$ cat src/rtl/telemetry_tx.sv
`default_nettype none
// ---------------------------------------------------------------------------
// telemetry_tx : periodic 8-byte telemetry packet sender over 8N1 UART
// Revision 1.0
// ---------------------------------------------------------------------------
module telemetry_tx #(
  parameter int FAST_SIM = 0,
  parameter int BAUD_DIV = 2604
) (
  input  logic        clk,
  input  logic        rst,
  input  logic [11:0] batt,
  input  logic [11:0] avg_curr,
  input  logic [11:0] torque,
  output logic        TX,
  output logic        busy,
  output logic        pkt_done
);

  localparam int c_IW = (FAST_SIM != 0) ? 12 : 20;
  localparam int c_BW = (BAUD_DIV > 1) ? $clog2(BAUD_DIV) : 1;
  localparam logic [c_IW-1:0] c_INTV_LAST = '1;
  localparam logic [c_BW-1:0] c_BAUD_LAST = c_BW'(BAUD_DIV - 1);

  typedef enum logic [0:0] {
    ST_IDLE = 1'b0,
    ST_SEND = 1'b1
  } state_t;

  state_t          r_state;
  logic [c_IW-1:0] r_intv;
  logic [c_BW-1:0] r_baud;
  logic [3:0]      r_bit;
  logic [2:0]      r_byte;
  logic [11:0]     r_batt;
  logic [11:0]     r_curr;
  logic [11:0]     r_torq;
  logic [7:0]      w_byte;
  logic            w_next_tx;

  always_comb begin
    w_byte = 8'hAA;
    case (r_byte)
      3'd0:    w_byte = 8'hAA;
      3'd1:    w_byte = 8'h55;
      3'd2:    w_byte = {4'h0, r_batt[11:8]};
      3'd3:    w_byte = r_batt[7:0];
      3'd4:    w_byte = {4'h0, r_curr[11:8]};
      3'd5:    w_byte = r_curr[7:0];
      3'd6:    w_byte = {4'h0, r_torq[11:8]};
      default: w_byte = r_torq[7:0];
    endcase
  end

  // Level for the bit that follows r_bit: data bits LSB first, then stop.
  always_comb begin
    w_next_tx = 1'b1;
    if (r_bit < 4'd8) w_next_tx = w_byte[r_bit[2:0]];
  end

  always_ff @(posedge clk) begin
    if (rst) begin
      r_state  <= ST_IDLE;
      r_intv   <= '0;
      r_baud   <= '0;
      r_bit    <= '0;
      r_byte   <= '0;
      r_batt   <= '0;
      r_curr   <= '0;
      r_torq   <= '0;
      TX       <= 1'b1;
      busy     <= 1'b0;
      pkt_done <= 1'b0;
    end else begin
      pkt_done <= 1'b0;
      case (r_state)
        ST_IDLE: begin
          if (r_intv == c_INTV_LAST) begin
            r_intv  <= '0;
            r_batt  <= batt;
            r_curr  <= avg_curr;
            r_torq  <= torque;
            r_byte  <= '0;
            r_bit   <= '0;
            r_baud  <= '0;
            TX      <= 1'b0;
            busy    <= 1'b1;
            r_state <= ST_SEND;
          end else begin
            r_intv <= r_intv + 1'b1;
          end
        end
        ST_SEND: begin
          if (r_baud == c_BAUD_LAST) begin
            r_baud <= '0;
            if (r_bit == 4'd9) begin
              r_bit <= '0;
              if (r_byte == 3'd7) begin
                r_state  <= ST_IDLE;
                busy     <= 1'b0;
                pkt_done <= 1'b1;
                TX       <= 1'b1;
              end else begin
                r_byte <= r_byte + 3'd1;
                TX     <= 1'b0;
              end
            end else begin
              r_bit <= r_bit + 4'd1;
              TX    <= w_next_tx;
            end
          end else begin
            r_baud <= r_baud + 1'b1;
          end
        end
        default: r_state <= ST_IDLE;
      endcase
    end
  end

endmodule
`default_nettype wire
$ cat config.mk
export PLATFORM = sky130hd
export DESIGN_NAME = telemetry_tx
export DESIGN_NICKNAME = d
export VERILOG_FILES = /design/src/rtl/telemetry_tx.sv
export SDC_FILE = /design/constraint.sdc
export NUM_CORES = 1
export LEC_CHECK = 0
export BUFFER_PORTS_ARGS = -buffer_cell sky130_fd_sc_hd__buf_2
export CORE_MARGIN = 2
export CORE_UTILIZATION = 40
export CTS_CLUSTER_DIAMETER = 100
export CTS_CLUSTER_SIZE = 12
export DETAILED_ROUTE_END_ITERATION = 8
export SYNTH_ARGS = -nofsm -noshare
export SYNTH_HDL_FRONTEND = slang
export SYNTH_SLANG_ARGS = --single-unit
$ cat constraint.sdc
create_clock -name clk -period 2.67 [get_ports clk]
set_input_delay 0.801 -clock clk [delete_from_list [all_inputs] [get_ports clk]]
set_output_delay 0.801 -clock clk [all_outputs]
set_load 0.03 [all_outputs]
### Word-level counts from Yosys, hierarchy flattened

Cells that the tools add are included.

| word-level totals | value |
|---|---|
| register bits after elaboration | 79 |
| output and inout port bits | 3 |

| operators by class | value |
|---|---|
| add/sub/neg operators | 4 |
| order comparisons | 2 |
| eq/ne operators | 15 |
| multiplexer cells | 32 |
| bitwise gates (word level) | 3 |
| reduce and logical (&&, ||, !) cells | 6 |

Operators with widths:

| cell | count |
|---|---|
| $pmux W8 S7 | 1 |
| $mux W12 | 2 |
| $pmux W12 S2 | 1 |
| $add A20 B1 Y20 const B | 1 |
| $eq A20 B20 Y1 const B | 1 |
| $mux W20 | 1 |
| $mux W1 | 14 |
| $add A12 B1 Y12 const B | 1 |
| $eq A12 B12 Y1 const B | 1 |
| $eq A3 B3 Y1 const B | 4 |
| $mux W3 | 4 |
| $mux W4 | 3 |
| $pmux W4 S2 | 1 |
| $reduce_and A4 Y1 | 2 |
| $eq A3 B2 Y1 const B | 2 |
| $ne A2 B1 Y1 const B | 3 |
| $pmux W1 S2 | 3 |
| $pmux W3 S2 | 1 |
| $add A4 B1 Y4 const B | 1 |
| $eq A4 B4 Y1 const B | 1 |
| $lt A3 B4 Y1 const B | 1 |
| $lt A4 B4 Y1 const B | 1 |
| $ne A2 B2 Y1 const B | 2 |
| $reduce_and A2 Y1 | 2 |
| other kinds (6) | 8 |

### Longest topological paths before layout

| depth | value |
|---|---|
| word-level depth | 8 |
| gate-level depth with buffers | 11 |
| depth with buffers taken out | 8 |

### Worst setup path before layout

Ideal clock, no wire load.

| timing | value |
|---|---|
| kind | reg-to-reg |
| from | register r_byte[2] |
| to | register TX |
| setup time | 0.115 ns |
| data arrival time | 2.295 ns |
| slack | 0.261 ns |
| stages on the path, launching flop included | 12 |
| path buffers | 3 |
| clock period less this slack | 2.409 ns |
| path through | dfxtp_1 -> clkbuf_1 -> inv_1 -> ha_1 -> clkbuf_1 -> or4_1 -> clkbuf_1 -> o21ai_0 -> a21oi_1 -> o31ai_1 -> o211ai_1 -> o21a_1 |

| on the way | value |
|---|---|
| cells in the longest elaborated chain, start to end | 8 |
| elaborated cells on any way between the ends | 16 |
| classes of those cells | eq/ne (7); mux (8); reduce/logical (1) |

RTL lines:

| element | line | text |
|---|---|---|
| start, declared | 34 | `logic [2:0] r_byte;` |
| start signal, assigned | 104 | `r_byte <= r_byte + 3'd1;` |
| $eq A3 B3 Y1 (tied with other cells) | 43 | `case (r_byte)` |
| $pmux W8 S7 | 43 |  |
| $bmux W1 S3 | 58 | `if (r_bit < 4'd8) w_next_tx = w_byte[r_bit[2:0]];` |
| $mux W1 (implied by the code) | 58 |  |
| $mux W1 | 58 |  |
| $mux W1 * | 96 | `if (r_bit == 4'd9) begin` |
| $mux W1 * | 94 | `if (r_baud == c_BAUD_LAST) begin` |
| $pmux W1 S2 * | 76 | `case (r_state)` |
| end signal, assigned | 109 | `TX <= w_next_tx;` |
| end, declared | 15 | `output logic TX,` |

Every way passes the cells marked *; elsewhere a longest branch is shown, timed or not. The select of a mux whose other input is x is not followed.
A chain may end at the register's enable or synchronous reset.

### Worst setup path in the final report

| timing | value |
|---|---|
| from | register r_byte[0] |
| to | register TX |

The elaborated chain is that of the path after synthesis.

==> implementation parameters <==
Parameter                              Value

Detailed routing
  DRT Pass-1 Iters    5
  Number of DRC markers in iteration 0    129
  Via total after detailed routing    about 3200
  Detailed Route WL    ~8000 microns
  DRT antenna net count    0
  Per-cell via count in the routed design    between 5 and 6
  DRC violation count after routing    0
  Wire length per cell after detailed routing    ~13 microns

Synth
  Post-synth top flop    sky130_fd_sc_hd__dfxtp_1
  Cell area after technology mapping    between 3000 and 4000 sq um
  Synth Instances    between 400 and 500
  Post-synthesis simple-gate area fraction    27.5%
  #FFs+latches synth    between 70 and 80
  Asr flop ratio synth    0%
  Mean instance size in the synthesized netlist    a little over 8 sq um
  Xor and xnor fraction of the mapped netlist area    ~4.3%
  Syn nets    ~500
  Synthesis warning total    0
  Proportion of synthesized chip area in sequential cells    a little over two fifths
  Mux contribution to synthesized area    less than 1%
  Count of cell types in the netlist    54
  Adder-Cell Fraction of Synth Area    ~3.4%
  Compound-gate portion of the synthesized area    approximately 17%
  Number of enable flip-flop cells after synthesis    0
  Dominant combinational cell family by area after synthesis    simple AND/OR/NAND/NOR gates

STA
  Worst Clk Skew    ~0.011 ns
  Worst path setup slack after routing    0.358 ns
  Number of pins with negative max-slew slack in the final report    0
  Period utilisation layout    between 80% and 90%
  Max-slew headroom    ~44%
  Transition at the pin with the smallest max-transition slack    0.832 ns
  Setup tns final    0 ns
  Finish-stage setup viols    0
  Minimum clock period    roughly 2.3 ns
  Unrepaired setup endpoints after global routing    false
  Count of final hold-check violations    0
  Maximum operating frequency    0.433 GHz

Layout
  N_diodes    0
  Layout overhead on the synthesized area    14.8%
  Sequential cell area    approximately 1600 sq um
  Number of filler cells placed in the layout    slightly below 900
  Proportion of layout cells with a drive suffix above 1    roughly 16%
  Combined area of the multi-input logic cells    a little under 2000 sq um
  Net count reported at finish    approximately 540

CTS
  Sink Count    79
  CTS tree    done
  Post-CTS setup-driven buffer insertion count    0
  Number of levels the H-tree was split into    3
  Quantity of hold-fixing buffers added after cts    0
  Clock root buffer master    sky130_fd_sc_hd__clkbuf_8
  Worst-Skew Late Latency    between 0.3 and 0.4 ns
  Max Buffers Root-to-Sink    2
  Clock transition time at the flip-flop clock pins of the worst setup and hold paths    about 0.080 ns
  Num CTS Buffers    9
  Number of gates given a new drive strength after cts    0

Setup path
  Cell family contributing the most delay on the critical path    compound AO/OA/AOI/OAI gates
  Number of buffer and inverter instances along the worst setup path    1
  Required arrival time at the worst endpoint    roughly 2.9 ns
  Delay of the slowest cell on the worst path    ~0.66 ns
  Library cell contributing the largest single delay on the critical path    sky130_fd_sc_hd__or4_1
  Cell breakdown of the critical path    inv_1 -> ha_1 -> or4_1 -> o21ai_0 -> a21oi_1 -> o31ai_1 -> o211ai_1 -> o21a_1
  Capture point of the worst reg-to-reg path    TX
  Count of cells along the worst register-to-register path    8
  FF-to-FF Start    r_byte[0]
  Worst setup EP type    flip-flop
  Data arrival time at the worst-slack endpoint    around 2.6 ns
  CP Max Fanout    8
  Crit Path Class    flip-flop to flip-flop
  Launching element type of the critical path    flip-flop
  Worst-case register-to-register setup slack    between 0.3 and 0.4 ns

Global routing
  Largest net degree at the start of global routing    38
  Number of antenna violations at the first check in global routing    0
  Sum of overflow across all layers after global routing    0
  Global-route usage over all layers    between 15 and 20%
  Wire length of the first global-routing pass    between 10000 and 15000 microns
  Number of global-route vias before repair    around 3100

Pwr
  Power density over the cells    around 540 nW/um^2
  Leak Pwr    about 1.5 nW
  Power after layout    between 0.002 and 0.0025 W
  Worst VDD drop    around 0.26 mV

Flow run
  MaxCap Viol Count    0

Placed design
  Post-detailed-placement half-perimeter wirelength    5760 microns
  Dpl ws    ~0.39 ns
  Final weighted congestion of routability-driven global placement    just over 0.8
  Number of buffers inserted by port buffering    40

Die
  Height of the die    ~100 microns
  Floorplan core area    ~8800 sq um
  Row count    34
  Number of I/O pins    41
  Initial Util    between 40% and 50%
  Die span in x    around 100 microns
  Die Area    approximately 10000 sq um

Worst hold path
  Type of the worst min-delay path    flip-flop to flip-flop
  Worst Hold Path Cells    2
  Hold-critical path endpoint    r_curr[2]
  Worst Min Path Start    r_curr[2]

Status
  Run status    finished clean
worst register-to-register path, stage by stage, from the launching register on:
cell,delay (ns)
sky130_fd_sc_hd__dfxtp_1,0.40
sky130_fd_sc_hd__inv_1,0.08
sky130_fd_sc_hd__ha_1,0.28
sky130_fd_sc_hd__or4_1,0.66
sky130_fd_sc_hd__o21ai_0,0.21
sky130_fd_sc_hd__a21oi_1,0.06
sky130_fd_sc_hd__o31ai_1,0.20
sky130_fd_sc_hd__o211ai_1,0.12
sky130_fd_sc_hd__o21a_1,0.19
layout by cell type (no fill, tap or decap), drive strengths merged, types with 8 or more instances in the layout:
cell type   n
nand4       8
nor3       12
nor2       48
dfxtp      79
clkbuf     11
a211oi      9
buf        51
a21oi      58
inv         8
ha         10
nand3      11
nand2      90
xor2       13
o21ai      10
report_power, final:
part	switching [W]	internal (W)	total [W]
logic	0.0000320	0.0000278	0.0000598
clock network	0.000440	0.000578	0.00102
registers	0.00000380	0.00118	0.00118
total	0.000476	0.00179	0.00226
cells in the mapped netlist, drive strengths merged (3+ instances only):
cell    number  area (sq um)
a211oi       9          67.6
a21oi       58           290
a222oi       3          30.0
a22oi        6          45.0
a31oi        6          37.5
and2         3          18.8
and4         3          28.8
buf          9          47.6
clkbuf      15          56.3
dfxtp       79          1580
ha          10           125
inv          7          26.3
mux2i        3          30.0
nand2       90           338
nand2b       5          33.8
nand3       11          67.6
nand3b       3          22.5
nand4        8          71.3
nor2        48           180
nor3        12          60.1
nor4         4          40.0
o21ai       10          50.1
or4          3          26.3
xnor2        5          43.8
xor2        13           114
layer usage:
metal	vias up	GRT usage (%)	routed length, microns	part of all wire [%]
met4	0	7.27	132	1.6
li1	1653	-	-	-
met1	1447	22.7	3970	49
met3	9	2.79	214	2.6
met5	-	0	0	0
met2	43	28.6	3800	47
registers in the layout, summed over array words and instances (netlist names):
register,count
r_intv,20
pkt_done,1
r_state,1
r_baud,12
r_bit,4
TX,1
r_batt,12
busy,1
r_curr,12
r_byte,3
r_torq,12
worst max path at each step:
stage / from / to / cells after the start
2_1_floorplan: r_byte[2] / TX / 11
3_5_place_dp: r_byte[0] / TX / 8
5_1_grt: r_byte[0] / TX / 8
6_report: r_byte[0] / TX / 8
3_3_place_gp: r_byte[0] / TX / 8
4_1_cts: r_byte[0] / TX / 8
through the flow:
stage	hold WS [ns]	cell area [sq um]	util, %	std cells
floorplan	0.429	3670	-	451
global placement	0.444	3990	45.3	586
detailed placement	0.445	3990	45.3	586
CTS	0.454	4220	47.9	602
global route	0.472	4220	47.9	602
finish	0.454	4220	47.9	602
area by class of cell:
class	count	area share (%)
clock buffer	11	3.59
clock inverter	5	1.87
inverter	7	0.623
multi-input combinational	341	46.5
sequential	79	37.5
tap	108	3.21
timing repair buffer	51	6.71
kinds of logic after synthesis:
logic type                 count (synthesis)
xor gates and xnor gates                  18
DFF                                       79
adders and majority gates                 10
muxes                                      3
buffers and inverters                     31
AOI/OAI and AO/OA                        105
and+or+nand+nor                          205
(Power assumes the default switching activity.)
